===== src/rtl/step_dir_if.sv =====
// Command channel for the step/dir generator: one queued move per valid/ready handshake.
interface step_dir_if #(
  parameter int COUNT_W  = 32,
  parameter int PERIOD_W = 16
);
  logic                cmd_valid;
  logic                cmd_ready;
  logic                cmd_dir;
  logic [COUNT_W-1:0]  cmd_steps;
  logic [PERIOD_W-1:0] cmd_period;

  modport master (output cmd_valid, cmd_dir, cmd_steps, cmd_period, input cmd_ready);
  modport slave  (input cmd_valid, cmd_dir, cmd_steps, cmd_period, output cmd_ready);
endinterface


===== src/rtl/step_dir_generator.sv =====
// Turns accepted move commands into a registered step/dir pulse train and tracks absolute position.
//   state      | meaning
//   IDLE       | ready for a command, no move in progress
//   DIR_SETUP  | dir just changed, step held low for SU ticks
//   PULSE_HIGH | step high for PW ticks
//   PULSE_LOW  | step low until the period counter expires
module step_dir_generator #(
  parameter int COUNT_W  = 32,
  parameter int PERIOD_W = 16,
  parameter int POS_W    = 32
) (
  input  logic               clk,
  input  logic               reset,
  step_dir_if.slave          cmd,
  input  logic [7:0]         config_pulse_width,
  input  logic [7:0]         config_dir_setup,
  input  logic               abort,
  input  logic               pos_load,
  input  logic [POS_W-1:0]   pos_load_value,
  output logic               step,
  output logic               dir,
  output logic               busy,
  output logic               done,
  output logic               done_aborted,
  output logic [COUNT_W-1:0] steps_remaining,
  output logic [POS_W-1:0]   position
);

  typedef enum logic [1:0] {IDLE, DIR_SETUP, PULSE_HIGH, PULSE_LOW} state_t;

  state_t              state, state_next;
  logic                ready;
  logic                abort_pend, abort_act;
  logic                accept, zero_cmd;
  logic [7:0]          pw_c, su_c, pw_eff, ph_cnt;
  logic [PERIOD_W-1:0] per_min, per_c, per_eff, per_cnt;
  logic                rise, exit_move, step_nx, done_nx, aborted_nx, ready_nx;
  logic [POS_W-1:0]    pos_base;

  assign cmd.cmd_ready = ready;
  assign busy          = (state != IDLE);
  assign accept        = (state == IDLE) && cmd.cmd_valid && ready;
  assign zero_cmd      = (cmd.cmd_steps == '0);
  assign abort_act     = abort || abort_pend;

  // Effective timing, clamped so the receiver's synchronisers always see both levels.
  always_comb begin
    pw_c    = (config_pulse_width == 8'd0) ? 8'd1 : config_pulse_width;
    su_c    = (config_dir_setup < 8'd2) ? 8'd2 : config_dir_setup;
    per_min = PERIOD_W'(pw_c) + PERIOD_W'(2);
    per_c   = (cmd.cmd_period < per_min) ? per_min : cmd.cmd_period;
  end

  always_ff @(posedge clk) begin
    if (reset) state <= IDLE;
    else       state <= state_next;
  end

  always_comb begin
    state_next = state;
    case (state)
      IDLE: begin
        if (accept && !zero_cmd)
          state_next = (cmd.cmd_dir == dir) ? PULSE_HIGH : DIR_SETUP;
      end
      DIR_SETUP: begin
        if (abort_act)            state_next = IDLE;
        else if (ph_cnt == 8'd0)  state_next = PULSE_HIGH;
      end
      PULSE_HIGH: begin
        if (ph_cnt == 8'd0)       state_next = abort_act ? IDLE : PULSE_LOW;
      end
      PULSE_LOW: begin
        if (abort_act)            state_next = IDLE;
        else if (per_cnt == '0)   state_next = (steps_remaining != '0) ? PULSE_HIGH : IDLE;
      end
      default:                    state_next = IDLE;
    endcase
  end

  always_comb begin
    rise       = (state_next == PULSE_HIGH) && (state != PULSE_HIGH);
    exit_move  = (state != IDLE) && (state_next == IDLE);
    step_nx    = (state_next == PULSE_HIGH);
    done_nx    = exit_move || (accept && zero_cmd);
    aborted_nx = exit_move && abort_act;
    ready_nx   = (state_next == IDLE);
    pos_base   = (state == IDLE && pos_load) ? pos_load_value : position;
  end

  always_ff @(posedge clk) begin
    if (reset) begin
      step            <= 1'b0;
      dir             <= 1'b0;
      done            <= 1'b0;
      done_aborted    <= 1'b0;
      ready           <= 1'b0;
      steps_remaining <= '0;
      position        <= '0;
      abort_pend      <= 1'b0;
      pw_eff          <= 8'd1;
      per_eff         <= '0;
      ph_cnt          <= 8'd0;
      per_cnt         <= '0;
    end else begin
      step         <= step_nx;
      done         <= done_nx;
      done_aborted <= aborted_nx;
      ready        <= ready_nx;

      if (accept) begin
        pw_eff  <= pw_c;
        per_eff <= per_c;
        if (!zero_cmd) dir <= cmd.cmd_dir;
      end

      if (exit_move && abort_act)
        steps_remaining <= '0;
      else if (accept)
        steps_remaining <= rise ? cmd.cmd_steps - COUNT_W'(1) : cmd.cmd_steps;
      else if (rise)
        steps_remaining <= steps_remaining - COUNT_W'(1);

      // dir already equals the stepping direction on every rise edge
      if (rise) position <= dir ? pos_base + POS_W'(1) : pos_base - POS_W'(1);
      else      position <= pos_base;

      if (rise) begin
        ph_cnt  <= (accept ? pw_c : pw_eff) - 8'd1;
        per_cnt <= (accept ? per_c : per_eff) - PERIOD_W'(1);
      end else begin
        if (accept)              ph_cnt <= su_c - 8'd1;
        else if (ph_cnt != 8'd0) ph_cnt <= ph_cnt - 8'd1;
        if (per_cnt != '0)       per_cnt <= per_cnt - PERIOD_W'(1);
      end

      if (state_next == IDLE)               abort_pend <= 1'b0;
      else if (state != IDLE && abort)      abort_pend <= 1'b1;
    end
  end

endmodule

===== src/flat_wrapper.sv =====
// flat-port wrapper written by rule: the top's interface ports become plain ports
module step_dir_generator_flat 
#(
  parameter int COUNT_W  = 32,
  parameter int PERIOD_W = 16,
  parameter int POS_W    = 32
)
  (clk, reset, config_pulse_width, config_dir_setup, abort, pos_load, pos_load_value, step, dir, busy, done, done_aborted, steps_remaining, position, cmd_cmd_valid, cmd_cmd_dir, cmd_cmd_steps, cmd_cmd_period, cmd_cmd_ready);
  step_dir_if #(.COUNT_W(COUNT_W), .PERIOD_W(PERIOD_W)) cmd_i ();
  input  logic clk;
  input  logic reset;
  input  logic [7:0] config_pulse_width;
  input  logic [7:0] config_dir_setup;
  input  logic abort;
  input  logic pos_load;
  input  logic [POS_W-1:0] pos_load_value;
  output logic step;
  output logic dir;
  output logic busy;
  output logic done;
  output logic done_aborted;
  output logic [COUNT_W-1:0] steps_remaining;
  output logic [POS_W-1:0] position;
  input wire logic [$bits(cmd_i.cmd_valid)-1:0] cmd_cmd_valid;
  input wire logic [$bits(cmd_i.cmd_dir)-1:0] cmd_cmd_dir;
  input wire logic [$bits(cmd_i.cmd_steps)-1:0] cmd_cmd_steps;
  input wire logic [$bits(cmd_i.cmd_period)-1:0] cmd_cmd_period;
  output wire logic [$bits(cmd_i.cmd_ready)-1:0] cmd_cmd_ready;
  assign cmd_i.cmd_valid = cmd_cmd_valid;
  assign cmd_i.cmd_dir = cmd_cmd_dir;
  assign cmd_i.cmd_steps = cmd_cmd_steps;
  assign cmd_i.cmd_period = cmd_cmd_period;
  assign cmd_cmd_ready = cmd_i.cmd_ready;
  step_dir_generator #(.COUNT_W(COUNT_W), .PERIOD_W(PERIOD_W), .POS_W(POS_W)) u_core (.clk(clk), .reset(reset), .cmd(cmd_i), .config_pulse_width(config_pulse_width), .config_dir_setup(config_dir_setup), .abort(abort), .pos_load(pos_load), .pos_load_value(pos_load_value), .step(step), .dir(dir), .busy(busy), .done(done), .done_aborted(done_aborted), .steps_remaining(steps_remaining), .position(position));
endmodule

===== config.mk =====
export PLATFORM = sky130hd
export DESIGN_NAME = step_dir_generator_flat
export DESIGN_NICKNAME = d
export VERILOG_FILES = /design/src/rtl/step_dir_if.sv /design/src/rtl/step_dir_generator.sv /design/src/flat_wrapper.sv
export SDC_FILE = /design/constraint.sdc
export NUM_CORES = 1
export LEC_CHECK = 0
export BUFFER_PORTS_ARGS = -buffer_cell sky130_fd_sc_hd__buf_2
export CORE_ASPECT_RATIO = 0.7
export CORE_MARGIN = 1
export CORE_UTILIZATION = 50
export CTS_CLUSTER_SIZE = 10
export DETAILED_ROUTE_END_ITERATION = 10
export PLACE_DENSITY = 0.75
export SYNTH_ARGS = -nofsm -noshare
export SYNTH_HDL_FRONTEND = slang
export SYNTH_SLANG_ARGS = --single-unit

===== constraint.sdc =====
create_clock -name clk -period 6.7 [get_ports clk]
set_input_delay 1.005 -clock clk [delete_from_list [all_inputs] [get_ports clk]]
set_output_delay 1.005 -clock clk [all_outputs]
set_load 0.01 [all_outputs]

## Yosys cells after proc, flatten, opt, wreduce, memory -nomap -nowiden

Cells that the tools add are included.

| word-level totals | value |
|---|---|
| flip-flop bits (word level) | 120 |
| bits of input ports | 102 |
| output and inout bits | 70 |
| logic and storage cells | 86 |

| cells by class | value |
|---|---|
| add/subtract/negate cells | 10 |
| $lt $le $gt $ge | 2 |
| eq/ne operators | 6 |
| mux-type cells | 26 |
| bitwise logic cells | 1 |
| reductions and logical operators | 28 |

Operator list:

| operator | count |
|---|---|
| 32-bit two-way mux | 6 |
| 32-bit by 1-bit subtractor with 32-bit output, second input constant | 3 |
| 16-bit two-way mux | 4 |
| 8-bit two-way mux | 6 |
| 32-bit by 1-bit adder with 32-bit output, second input constant | 1 |
| 32-bit zero test | 1 |
| 32-bit nonzero test | 1 |
| 16-bit by 1-bit subtractor with 16-bit output, second input constant | 2 |
| 8-bit by 1-bit subtractor with 8-bit output, second input constant | 3 |
| 2-bit two-way mux | 9 |
| 16-bit zero test | 1 |
| 8-bit zero test | 2 |
| 16-bit less-than comparator | 1 |
| 16-bit nonzero test | 1 |
| 8-bit by 2-bit adder with 9-bit output, second input constant | 1 |
| 1-bit logical AND | 9 |
| 8-bit by 2-bit less-than comparator with 1-bit output, second input constant | 1 |
| 2-bit case mux with 4 select lines | 1 |
| 8-bit nonzero test | 1 |
| 2-bit equality test, second input constant | 3 |
| 2-bit nonzero test | 3 |
| 2-bit zero test | 2 |
| 2-bit OR reduction | 2 |
| 3-bit nonzero test | 1 |
| 7 further kinds | 8 |

## Depth between registers and ports, before layout

Gate-level depths: netlist of the first run.

| depth | value |
|---|---|
| word-level depth | 10 |
| gate-level depth with buffers | 21 |
| mapped depth without buffers | 19 |

## Least setup slack after synthesis of the first run

No wires, ideal clock.

| timing path | value |
|---|---|
| kind | input port to flip-flop |
| from | input pos_load |
| to | register u_core.position[31] |
| library setup time | 0.124 ns |
| data arrival time | 4.851 ns |
| data required time | 6.576 ns |
| path slack | 1.725 ns |
| stages | 13 |
| buffers on the path | 1 |
| path through | nor3b_2 > clkbuf_1 > mux2_2 > ha_1 > a211o_1 > a2111oi_0 > a21boi_0 > o21ai_0 > o41ai_1 > o21ai_0 > a31oi_1 > mux2i_1 > a2111o_1 |

| between the ends | value |
|---|---|
| cells in the longest elaborated chain, start to end | 5 |
| elaborated cells between the ends (all ways) | 6 |
| those cells by class | 2 x add/sub; 3 x mux; 1 x reduce/logical |

RTL lines:

| item | RTL line | source |
|---|---|---|
| start, declared | flat_wrapper.sv:15 | `input logic pos_load;` |
| 1-bit logical AND * | step_dir_generator.sv:88 | `pos_base = (state == IDLE && pos_load) ? pos_load_value : position;` |
| 32-bit two-way mux * | step_dir_generator.sv:88 |  |
| 32-bit by 1-bit subtractor with 32-bit output / 32-bit by 1-bit adder with 32-bit output (equally long branches) | step_dir_generator.sv:125 | `if (rise) position <= dir ? pos_base + POS_W'(1) : pos_base - POS_W'(1);` |
| 32-bit two-way mux | step_dir_generator.sv:125 |  |
| 32-bit two-way mux * | step_dir_generator.sv:125 |  |
| end signal, assigned | step_dir_generator.sv:125 |  |
| end signal, assigned | step_dir_generator.sv:126 | `else position <= pos_base;` |
| end, declared | step_dir_generator.sv:26 | `output logic [POS_W-1:0] position` |

Every way passes the cells marked *; elsewhere a longest branch is shown, timed or not.
A chain may end at the register's enable or synchronous reset.

## Worst setup path in the final report of the first run

Same ends and word-level chain as after synthesis.

==> summary.txt, run 1 <==
Outcome
  • Status: finished clean

Synthesis
  • Gate Count Post-Synth: 1,069
  • Largest cells by area after synthesis: dfxtp_1, xnor2_1, nor2_1, ha_1, mux2_2
  • Mux contribution to synthesized area: 5.34%
  • Top cell type by total area after synthesis: dfxtp_1
  • Unique masters post-synth: 84
  • Synth Area in Compound Gates: 20.9%
  • Async SR Flop Fraction: 0%
  • Synth Flop Type: dfxtp_1
  • Seq/Total Area, Yosys: 27.9%
  • Simple-gate share of the synthesized area: approximately a quarter
  • Area of the mapped netlist: ~0.0086 mm²
  • Post-synth net total: 1,216
  • Syn. warnings: 0
  • Area share of the largest cell type after synthesis: between 20 and 30%
  • Synth Area in Adders: 6.64%
  • Yosys reg bits: 120
  • Syn avg cell area: 8.04 µm²
  • Largest family of logic cells by synthesized area: simple AND/OR/NAND/NOR gates
  • EDFF count, synth: 0
  • XOR/XNOR Fraction of Synth Area: 10.5%

Worst setup path
  • Worst EP required: 7.00 ns
  • Crit Path Category: in2reg
  • R2r endpoint: u_core.position[31]
  • R2r setup slk: 1.71 ns
  • Critical Path Fanout Max: 9
  • Worst setup EP type: flop
  • Crit Reg-Reg Startpoint: u_core.state[1]
  • Crit-path cells: buf_2 > nor3b_4 > buf_4 > mux2_2 > ha_1 > a211o_1 > a2111oi_0 > a21boi_0 > o21ai_0 > o41ai_1 > o21ai_0 > a31oi_1 > mux2i_1 > a2111o_1
  • Cell mode on critical path: o21ai_0
  • Worst Path Arrival: 5.51 ns
  • Startpoint Class: primary input
  • Worst path max stage delay: 0.59 ns
  • R2R depth: 13
  • Slowest stage cell, crit path: o41ai_1

Routing
  • Routed wire length: 24,800 µm
  • First-pass iteration count of the detailed router: 7
  • Vias per cell: a little under 6
  • DRT iter0 DRCs: 858
  • # DRC: 0
  • Vias: 8,633
  • Wire length per cell: 17.0 µm
  • Antenna-violating nets left: 0

Power and ir drop
  • Internal power: between 2 and 2.5 mW
  • Switching Share: 42.3%
  • Clock power frac: 23.0%
  • Peak VDD IR: ~170 µV
  • Combinational Power Share: 51.7%
  • P_sw: between 1.5 and 2 mW
  • Reg power frac: 25.3%
  • PD cells: 409 mW/mm²
  • Leakage: 4.31 nW

Final layout
  • Layout fillers: between 1,000 and 1,500
  • Synth-to-Final Area Change: 18.8%
  • Diodes inserted: 0
  • NumNets Final: roughly 1,400
  • Fraction of layout cells with a size suffix above 1: 22.8%
  • Commonest cells after routing, fill and taps aside: buf_2, nor2_1, dfxtp_1
  • FF+latch area: between 0.002 and 0.0025 mm²
  • Commonest non-fill, non-tap cell in the layout: buf_2
  • Multi-input logic area: 0.00591 mm²
  • Post-route cell area: 0.0102 mm²

STA
  • Clock skew: about 0.0066 ns
  • Max-slew violations: 0
  • Final Cycle Share: about 78%
  • Max frequency: 192 MHz
  • Relative slew margins: a little over two fifths
  • Final setup viols: 0
  • Minimum clock period after layout: 5.20 ns
  • RSZ-0062 raised after global routing: no
  • Worst slew pin tran: 0.847 ns
  • Sum Neg Setup Slack: 0 ns
  • Final Hold Viols: 0

Floorplanning
  • I/O Pins: 172
  • CORE AREA: ~0.017 mm²
  • Die footprint: 0.0177 mm²
  • Die extent in x: 159 µm
  • Starting density of the core: 52.0%
  • Die Y: 112 µm
  • Rows: 39

Clocking
  • Clock slew at reported path FFs: 0.06 ns
  • Post-CTS Setup Bufs: 0
  • Post-CTS sizing: 0
  • Clock root cell: clkbuf_16
  • CTS tree: built
  • CTS max path bufs: 2
  • H-Tree Depth: 4
  • CTS Buf Count: 17
  • Latest clock arrival within the worst-skew pair: 0.42 ns
  • CTS sink cnt: 120
  • Hold Buf Count CTS: 0

Hold path
  • Hold path cells: 2
  • HP Start: u_core.pw_eff[7]
  • Hold EP: u_core.pw_eff[7]
  • Hold crit path type: reg2reg

Global route
  • Total gr overflow: 0
  • Initial antenna violation count: 0
  • GRT Resource Usage Total: about 28%
  • First-pass GRT wire length: 39,700 µm
  • Vias in the first global route: a little under 8,000
  • Largest net degree at the start of global routing: 66

Place
  • DP Area: 0.00960 mm²
  • DP HPWL: 18,400 µm
  • Buffers on Ports: ~170
  • GPL Wtd Cong: 0.946

Flow run
  • Max-cap viol count: 0
## how the worst max path moves through the flow
stage	startpoint	endpoint	slack, ns	cells after the start
floorplan	pos_load	u_core.position[31]	1.73	13
global placement	pos_load	u_core.position[31]	1.31	14
detailed placement	pos_load	u_core.position[31]	1.09	14
CTS	pos_load	u_core.position[31]	1.51	14
global route	pos_load	u_core.position[31]	1.09	14
finish	pos_load	u_core.position[31]	1.50	14
## synthesized netlist by cell type (31+ instances only)
cell type / instances
dfxtp_1: 120
xor2_1: 39
mux2_2: 31
ha_1: 44
a21oi_1: 55
clkbuf_1: 32
nand2_1: 90
nor2_1: 147
nor3_1: 41
a211oi_1: 45
xnor2_1: 64
o21ai_0: 42
## stage by stage
step / util (%) / setup WS, ns / total power [mW] / hold WS [ns] / std cells
2_1_floorplan: - / 1.73 / 2.65 / 0.436 / 1069
3_3_place_gp: 58.1 / 1.31 / 3.14 / 0.443 / 1422
3_5_place_dp: 58.1 / 1.09 / 3.18 / 0.447 / 1422
4_1_cts: 61.8 / 1.51 / 4.15 / 0.456 / 1454
5_1_grt: 61.8 / 1.09 / 4.47 / 0.483 / 1454
6_report: 61.8 / 1.50 / 4.18 / 0.457 / 1454
## power by group through the flow
stage | clock, mW | sequential, mW | combinational (mW)
final | 0.959 | 1.06 | 2.16
after global routing | 1.00 | 1.08 | 2.38
after CTS | 0.969 | 1.05 | 2.13
after detailed placement | 0 | 1.07 | 2.12
after global placement | 0 | 1.06 | 2.08
after floorplan | 0 | 1.08 | 1.58
## layout make-up
| class | instances | share of cell area [%] |
|---|---|---|
| Inverter | 20 | 0.735 |
| Clock inverter | 14 | 1.71 |
| Tap cell | 225 | 2.76 |
| Timing Repair Buffer | 182 | 9.18 |
| Clock buffer | 18 | 4.30 |
| Sequential cell | 120 | 23.5 |
| Multi-Input combinational cell | 875 | 57.8 |
## critical path: cells and delay by family
kind / cells / cell delay (ns)
multiplexers: 2 / 0.49
AO/OA/AOI/OAI: 8 / 2.90
buffers and inverters: 2 / 0.38
AND/OR/NAND/NOR: 1 / 0.40
adder cells (fa/ha/maj): 1 / 0.33
## kinds of logic (layout without fill, tap and decap cells)
family | Yosys count | count (layout)
AO/OA/AOI/OAI | 263 | 263
XOR/XNOR | 103 | 103
adder cells (fa/ha/maj) | 45 | 45
buffers and inverters | 74 | 234
flip-flops | 120 | 120
multiplexers | 42 | 42
AND/OR/NAND/NOR | 422 | 422
## flip-flops by register name, indices dropped and copies added, names as in the netlist, 2 cells and up
signal / count
u_core.pw_eff: 8
u_core.ph_cnt: 8
u_core.state: 2
u_core.per_cnt: 16
u_core.steps_remaining: 32
u_core.per_eff: 16
u_core.position: 32
## per-layer routing
layer	up-vias	GRT usage, %	routed length, µm
met5	-	0	0
met4	0	6.67	201
met3	18	7.12	2130
met2	374	39.8	10300
met1	4002	40.8	12200
li1	4239	-	-
No activity file was read; power rests on OpenSTA's default activity.
==> inputs of run 2 (changes only) <==
--- a/config.mk
+++ b/config.mk
@@ -5,13 +5,14 @@
 export SDC_FILE = /design/constraint.sdc
 export NUM_CORES = 1
 export LEC_CHECK = 0
+export ABC_AREA = 1
 export BUFFER_PORTS_ARGS = -buffer_cell sky130_fd_sc_hd__buf_2
 export CORE_ASPECT_RATIO = 0.7
 export CORE_MARGIN = 1
 export CORE_UTILIZATION = 50
 export CTS_CLUSTER_SIZE = 10
 export DETAILED_ROUTE_END_ITERATION = 10
-export PLACE_DENSITY = 0.75
+export PLACE_DENSITY = 0.74
 export SYNTH_ARGS = -nofsm -noshare
 export SYNTH_HDL_FRONTEND = slang
 export SYNTH_SLANG_ARGS = --single-unit
==> constraint.sdc (replaced) <==
create_clock -name clk -period 5.2 [get_ports clk]
set_input_delay 0.78 -clock clk [delete_from_list [all_inputs] [get_ports clk]]
set_output_delay 0.78 -clock clk [all_outputs]
set_load 0.01 [all_outputs]
==> run 2 against run 1 <==
  * Clock skew grew 0.0094 ns
  * Clock power grew 40%
  * Global-route usage grew 0.88 points
  * Routed wire length grew 8.8%
  * Critical path type unchanged
  * Sequential power grew 41%
==> summary.txt, run 2 <==
Outcome
  • Status: finished clean

Flow run
  • Max-cap viol count: 0

Worst setup path
  • R2r setup slk: 1.37 ns
  • R2R depth: 19
  • Startpoint Class: primary input
  • Slowest stage cell, crit path: nor4_2
  • Worst Path Arrival: 4.20 ns
  • WP depth: 21
  • Worst EP required: 5.54 ns
  • Worst path max stage delay: 0.70 ns
  • Crit path buffers/inverters: 2
  • Crit-path cells: buf_2 > nand3_1 > nor3_1 > nand3_1 > ha_1 > nor4_2 > nand2_1 > nand2_1 > nand3_1 > nand2_1 > nand2_1 > nand2_1 > inv_1 > ha_1 > nand3_1 > nor2_1 > nand2_1 > nand2_1 > nand2_1 > nand2_1 > nor2_1
  • R2r endpoint: u_core.position[30]
  • Worst setup EP type: flop
  • Crit Reg-Reg Startpoint: u_core.state[0]
  • Cell mode on critical path: nand2_1
  • Critical Path Fanout Max: 10
  • Crit path max-delay family: simple AND/OR/NAND/NOR gates
  • Crit Path Category: in2reg

Final layout
  • Multi-input logic area: between 0.005 and 0.006 mm²
  • Layout fillers: between 1,500 and 2,000
  • Biggest regs: u_core.position (32), u_core.steps_remaining (32)
  • Cell Count, Final, Fillers Out: 1,824
  • FF+latch area: 0.00240 mm²
  • Fraction of layout cells with a size suffix above 1: 18.3%
  • Commonest cells after routing, fill and taps aside: nand2_1, buf_2, inv_1
  • Commonest non-fill, non-tap cell in the layout: nand2_1
  • Synth-to-Final Area Change: 18.3%
  • NumNets Final: around 1,700

Synthesis
  • Largest cells by area after synthesis: dfxtp_1, nand2_1, inv_1, a21oi_1, nor2_1
  • EDFF count, synth: 0
  • Area of the mapped netlist: 0.00926 mm²
  • Synth Flop Type: dfxtp_1
  • Area share of the largest cell type after synthesis: 25.9%
  • Async SR Flop Fraction: 0%
  • Most common cell in the netlist: nand2_1
  • Gate Count Post-Synth: approximately 1,400
  • Syn. warnings: 0
  • Synth cell count leaders: nand2_1, inv_1, nor2_1, a21oi_1, dfxtp_1
  • Seq/Total Area, Yosys: 25.9%
  • Yosys reg bits: 120
  • Unique masters post-synth: 55
  • Syn avg cell area: 6.55 µm²
  • Post-synth net total: 1,562
  • Top cell type by total area after synthesis: dfxtp_1

Power and ir drop
  • PD cells: 679 mW/mm²
  • Design Power: 7.44 mW
  • Clock power frac: 18.0%
  • Internal power: 3.81 mW
  • Leakage: approximately 5.2 nW
  • Reg power frac: 20.0%
  • Switching Share: 48.9%
  • Peak VDD IR: 334 µV
  • Combinational Power Share: about 62%
  • P_sw: between 3 and 4 mW

Clocking
  • CTS max path bufs: 2
  • CTS sink cnt: 120
  • Clock slew at reported path FFs: approximately 0.06 ns
  • H-Tree Depth: 4
  • CTS tree: built
  • Latest clock arrival within the worst-skew pair: ~0.43 ns
  • Hold Buf Count CTS: 0
  • Post-CTS Setup Bufs: 0
  • Clock root cell: clkbuf_16
  • CTS Buf Count: 17
  • Post-CTS sizing: 0

Hold path
  • Hold crit path type: reg2reg
  • Hold path cells: 2
  • HP Start: u_core.per_eff[3]
  • Hold EP: u_core.per_eff[3]

STA
  • Clock skew: between 0.015 and 0.02 ns
  • Sum Neg Setup Slack: 0 ns
  • Final Hold Viols: 0
  • Minimum clock period after layout: 3.85 ns
  • Max frequency: 260 MHz
  • Max-slew violations: 0
  • Final setup viols: 0
  • Worst slew pin tran: 0.795 ns
  • Final Cycle Share: between 70% and 80%
  • Min Hold Slack: 0.473 ns
  • Relative slew margins: 46.6%
  • RSZ-0062 raised after global routing: no

Routing
  • DRT iter0 DRCs: 1,020
  • Wire length per cell: 14.8 µm
  • # DRC: 0
  • Vias per cell: 5.50
  • Vias: approximately 10,000
  • Antenna-violating nets left: 0
  • Routed wire length: between 20,000 and 30,000 µm
  • First-pass iteration count of the detailed router: 6

Floorplanning
  • I/O Pins: 172
  • CORE AREA: between 0.015 and 0.02 mm²
  • Die extent in x: 165 µm
  • Die footprint: 0.0191 mm²
  • Rows: 41
  • Starting density of the core: approximately half
  • Die Y: about 120 µm

Global route
  • GRT Resource Usage Total: 28.6%
  • Total gr overflow: 0
  • Largest net degree at the start of global routing: 63
  • Initial antenna violation count: 2
  • First-pass GRT wire length: ~43,000 µm
  • Vias in the first global route: just under 9,000

Place
  • Buffers on Ports: 171
  • DP HPWL: 20,400 µm
  • Inst Count DP: 1,790
  • GPL Wtd Cong: 0.967
==> run 2: cell types whose count changed in the layout (fill, tap and decap cells not counted), sizes merged, moves of 43 or more <==
cell | previous run | this run
nand3 | 20 | 81
inv | 21 | 173
a21oi | 58 | 124
o21ai | 45 | 124
a211oi | 45 | 2
nand2 | 90 | 279
==> run 2: tightest hold or removal path, delay by kind of cell, from the launching register on <==
| kind | cells | cell delay, ns |
|---|---|---|
| AO/OA/AOI/OAI | 1 | 0.06 |
| flip-flops | 1 | 0.30 |
| AND/OR/NAND/NOR | 1 | 0.07 |
==> run 2: metal layers <==
metal  up-vias  part of all wire [%]  GRT usage, %
li1       5037                     -             -
met1      4516                    49          41.5
met2       426                    41          42.0
met3        55                   7.8          4.97
met4         0                   2.5          10.5
met5         -                     0             0
==> run 2: cell type report <==
type | instances | area share, %
antenna | 2 | 0.0457
inverter | 172 | 5.92
clock buffer | 18 | 4.01
timing repair buffer | 184 | 8.70
tap | 236 | 2.70
multi-input combinational | 1078 | 54.7
sequential | 120 | 21.9
clock inverter | 14 | 2.01
==> run 2: logic make-up after synthesis <==
kind of cell	synth area share (%)
AND/OR/NAND/NOR	29.7
AO/OA/AOI/OAI	17.7
buffers and inverters	9.39
flip-flops	25.9
XOR/XNOR	7.19
adder cells (fa/ha/maj)	6.16
multiplexers	3.96
==> run 2: worst max-delay path by stage <==
stage | startpoint | end | slack [ns]
global placement | pos_load | u_core.position[30] | 0.96
detailed placement | pos_load | u_core.position[28] | 0.93
floorplan | pos_load | u_core.position[30] | 1.33
global route | u_core.state[0] | u_core.position[28] | 0.99
finish | config_pulse_width[1] | u_core.per_cnt[14] | 1.35
CTS | u_core.state[0] | u_core.position[30] | 1.34
==> run 2: power by group through the flow <==
stage               clock network [mW]  registers, mW  logic [mW]
global placement                     0           1.49        4.46
global route                      1.39           1.52        5.18
CTS                               1.35           1.48        4.56
detailed placement                   0           1.49        4.51
floorplan                            0           1.55        3.37
finish                            1.34           1.49        4.62
==> run 2: through the flow <==
step / area, µm² / util [%] / setup slack, ns
6_report: 11000 / 60.7 / 1.35
5_1_grt: 11000 / 60.7 / 0.992
4_1_cts: 11000 / 60.6 / 1.34
3_5_place_dp: 10300 / 57.0 / 0.929
3_3_place_gp: 10300 / 57.0 / 0.958
2_1_floorplan: 9260 / - / 1.33
==> inputs of run 3 (changes only) <==
--- a/config.mk
+++ b/config.mk
@@ -12,7 +12,7 @@
 export CORE_UTILIZATION = 50
 export CTS_CLUSTER_SIZE = 10
 export DETAILED_ROUTE_END_ITERATION = 10
-export PLACE_DENSITY = 0.74
+export PLACE_DENSITY = 0.77
 export SYNTH_ARGS = -nofsm -noshare
 export SYNTH_HDL_FRONTEND = slang
 export SYNTH_SLANG_ARGS = --single-unit
==> constraint.sdc (replaced) <==
create_clock -name clk -period 3.4 [get_ports clk]
set_input_delay 0.51 -clock clk [delete_from_list [all_inputs] [get_ports clk]]
set_output_delay 0.51 -clock clk [all_outputs]
set_load 0.01 [all_outputs]
==> run 3 against run 2 <==
  * Non-clock buffer count up 47
  * First-iteration DRC count shrank 17%
  * Register-to-register slack got worse by 1.1 ns
  * Routed wire length up 1.7%
  * Setup slack worse by 1.1 ns
  * Clock skew is 0.0065 ns lower
  * Highest routed layer unchanged
==> summary.txt, run 3 (synthesis results as in run 2) <==
Outcome
  • Status: finished clean

Clocking
  • Clock slew at reported path FFs: 0.06 ns
  • CTS max path bufs: 2
  • H-Tree Depth: 4
  • Clock root cell: clkbuf_16
  • Latest clock arrival within the worst-skew pair: approximately 0.42 ns
  • Hold Buf Count CTS: 0
  • CTS tree: built
  • CTS Buf Count: 17
  • CTS sink cnt: 120

Final layout
  • Synth-to-Final Area Change: 22.8%
  • Commonest non-fill, non-tap cell in the layout: nand2_1
  • Cell Count, Final, Fillers Out: 1,869
  • Biggest regs: u_core.position (32), u_core.steps_remaining (32)
  • Diodes inserted: 0
  • Commonest cells after routing, fill and taps aside: nand2_1, buf_2, inv_1
  • Post-route cell area: 0.0114 mm²
  • Fraction of layout cells with a size suffix above 1: 21.9%
  • Layout fillers: 1,707
  • NumNets Final: 1,767

STA
  • Min Hold Slack: 0.394 ns
  • Final setup viols: 0
  • Worst slew pin tran: 0.922 ns
  • Relative slew margins: 38.2%
  • RSZ-0062 raised after global routing: yes
  • Max-slew violations: 0
  • Max frequency: 315 MHz
  • Clock skew: 0.00941 ns
  • Final Cycle Share: 93.2%
  • Sum Neg Setup Slack: 0 ns
  • Final Hold Viols: 0
  • Fin worst setup slack: between 0.2 and 0.25 ns
  • Minimum clock period after layout: 3.17 ns

Worst setup path
  • R2r endpoint: u_core.per_cnt[9]
  • Worst EP required: 3.67 ns
  • Crit Reg-Reg Startpoint: u_core.steps_remaining[0]
  • Startpoint Class: flop
  • Worst Path Arrival: 3.44 ns
  • Worst setup EP type: flop
  • R2R depth: 20
  • Crit Path Category: reg2reg
  • R2r setup slk: 0.23 ns
  • Critical Path Fanout Max: 28

Floorplanning
  • Rows: 41
  • I/O Pins: about 170
  • Starting density of the core: approximately half
  • Die footprint: 0.0191 mm²
  • Die Y: 116 µm
  • Die extent in x: 165 µm
  • CORE AREA: 0.0181 mm²

Hold path
  • HP Start: cmd_cmd_steps[17]
  • Hold EP: u_core.steps_remaining[17]
  • Hold path cells: 3
  • Hold crit path type: in2reg

Global route
  • Total gr overflow: 0
  • Largest net degree at the start of global routing: 63
  • Vias in the first global route: 9,029
  • Initial antenna violation count: 0
  • GRT Resource Usage Total: 28.9%
  • First-pass GRT wire length: 44,000 µm

Routing
  • Vias: between 10,000 and 15,000
  • Vias per cell: 5.39
  • First-pass iteration count of the detailed router: 5
  • # DRC: 0
  • Antenna-violating nets left: 0
  • Wire length per cell: between 10 and 15 µm
  • Routed wire length: 27,400 µm
  • DRT iter0 DRCs: around 850

Place
  • Inst Count DP: 1,835
  • DP HPWL: 21,100 µm
  • Buffers on Ports: around 170
  • DP Area: 0.0106 mm²
  • Dpl ws: -0.108 ns
  • GPL Wtd Cong: between 0.9 and 1

Flow run
  • Max-cap viol count: 0

Power and ir drop
  • Leakage: 5.46 nW
  • PD cells: 1040 mW/mm²
  • Peak VDD IR: 556 µV
[run 3: cell types whose count changed in the layout (fill, tap and decap cells not counted), moves of 3 or more]
cell     delta
buf_4      +44
a21oi_1     -4
nand2_1     -4
nand2_2     +4
a21oi_2     +3
ha_1        -3
nor3_1      -3
nor3_2      +3
[run 3: area by class of cell]
cell class / instances / area (µm²) / share of cell area, %
clock inverter: 12 / 150 / 1.32
multi-input combinational: 1078 / 6100 / 53.6
inverter: 172 / 648 / 5.70
timing repair buffer: 231 / 1330 / 11.7
tap: 236 / 295 / 2.60
clock buffer: 20 / 457 / 4.01
sequential: 120 / 2400 / 21.1
[run 3: where the power goes]
| group | switching [mW] | internal, mW | leakage, nW |
|---|---|---|---|
| clock network | 0.683 | 1.19 | 0.292 |
| registers | 0.356 | 1.91 | 0.987 |
| logic | 4.67 | 3.02 | 4.18 |
[run 3: per-stage QoR]
step	power (mW)	util, %
after global routing	12.9	63.0
after detailed placement	9.60	58.9
after CTS	11.5	62.3
after global placement	9.51	58.9
final	11.8	63.0
after floorplan	7.53	-
[run 3: worst max-delay path by stage]
| stage | slack [ns] | endpoint | start | cells after the start |
|---|---|---|---|---|
| floorplan | 0.04 | u_core.position[30] | pos_load | 18 |
| global placement | -0.03 | u_core.position[26] | pos_load | 17 |
| detailed placement | -0.11 | u_core.position[26] | pos_load | 19 |
| CTS | 0.06 | u_core.position[26] | u_core.state[0] | 19 |
| global route | -0.01 | u_core.position[31] | u_core.state[0] | 19 |
| finish | 0.23 | u_core.per_cnt[9] | u_core.steps_remaining[0] | 20 |
[run 3: critical path: stages (launching register included)]
cell	delay [ns]
dfxtp_1	0.34
inv_1	0.06
ha_1	0.17
nand2_2	0.10
nor2_4	0.14
nand2_2	0.09
inv_2	0.10
nand4_1	0.22
nor3_2	0.29
o21ai_2	0.09
o21ai_4	0.08
nor2_4	0.07
buf_12	0.16
or2_1	0.22
nand2_1	0.10
buf_4	0.11
nand2_2	0.05
nor2_4	0.19
nand2_2	0.13
o21ai_0	0.22
a21oi_1	0.09
[run 3: routing by layer]
metal  vias up  part of all wire (%)  global-route usage [%]
li1       5124                     -                       -
met1      4544                    49                    41.7
met2       372                    42                    44.1
met3        30                   7.5                    5.19
met4         0                   1.5                    7.65
met5         -                     0                       0
[run 3: timing repair]
item                       CTS  global route
setup endpoints to repair    0            22
resized for setup            0            28
buffers inserted             0             2
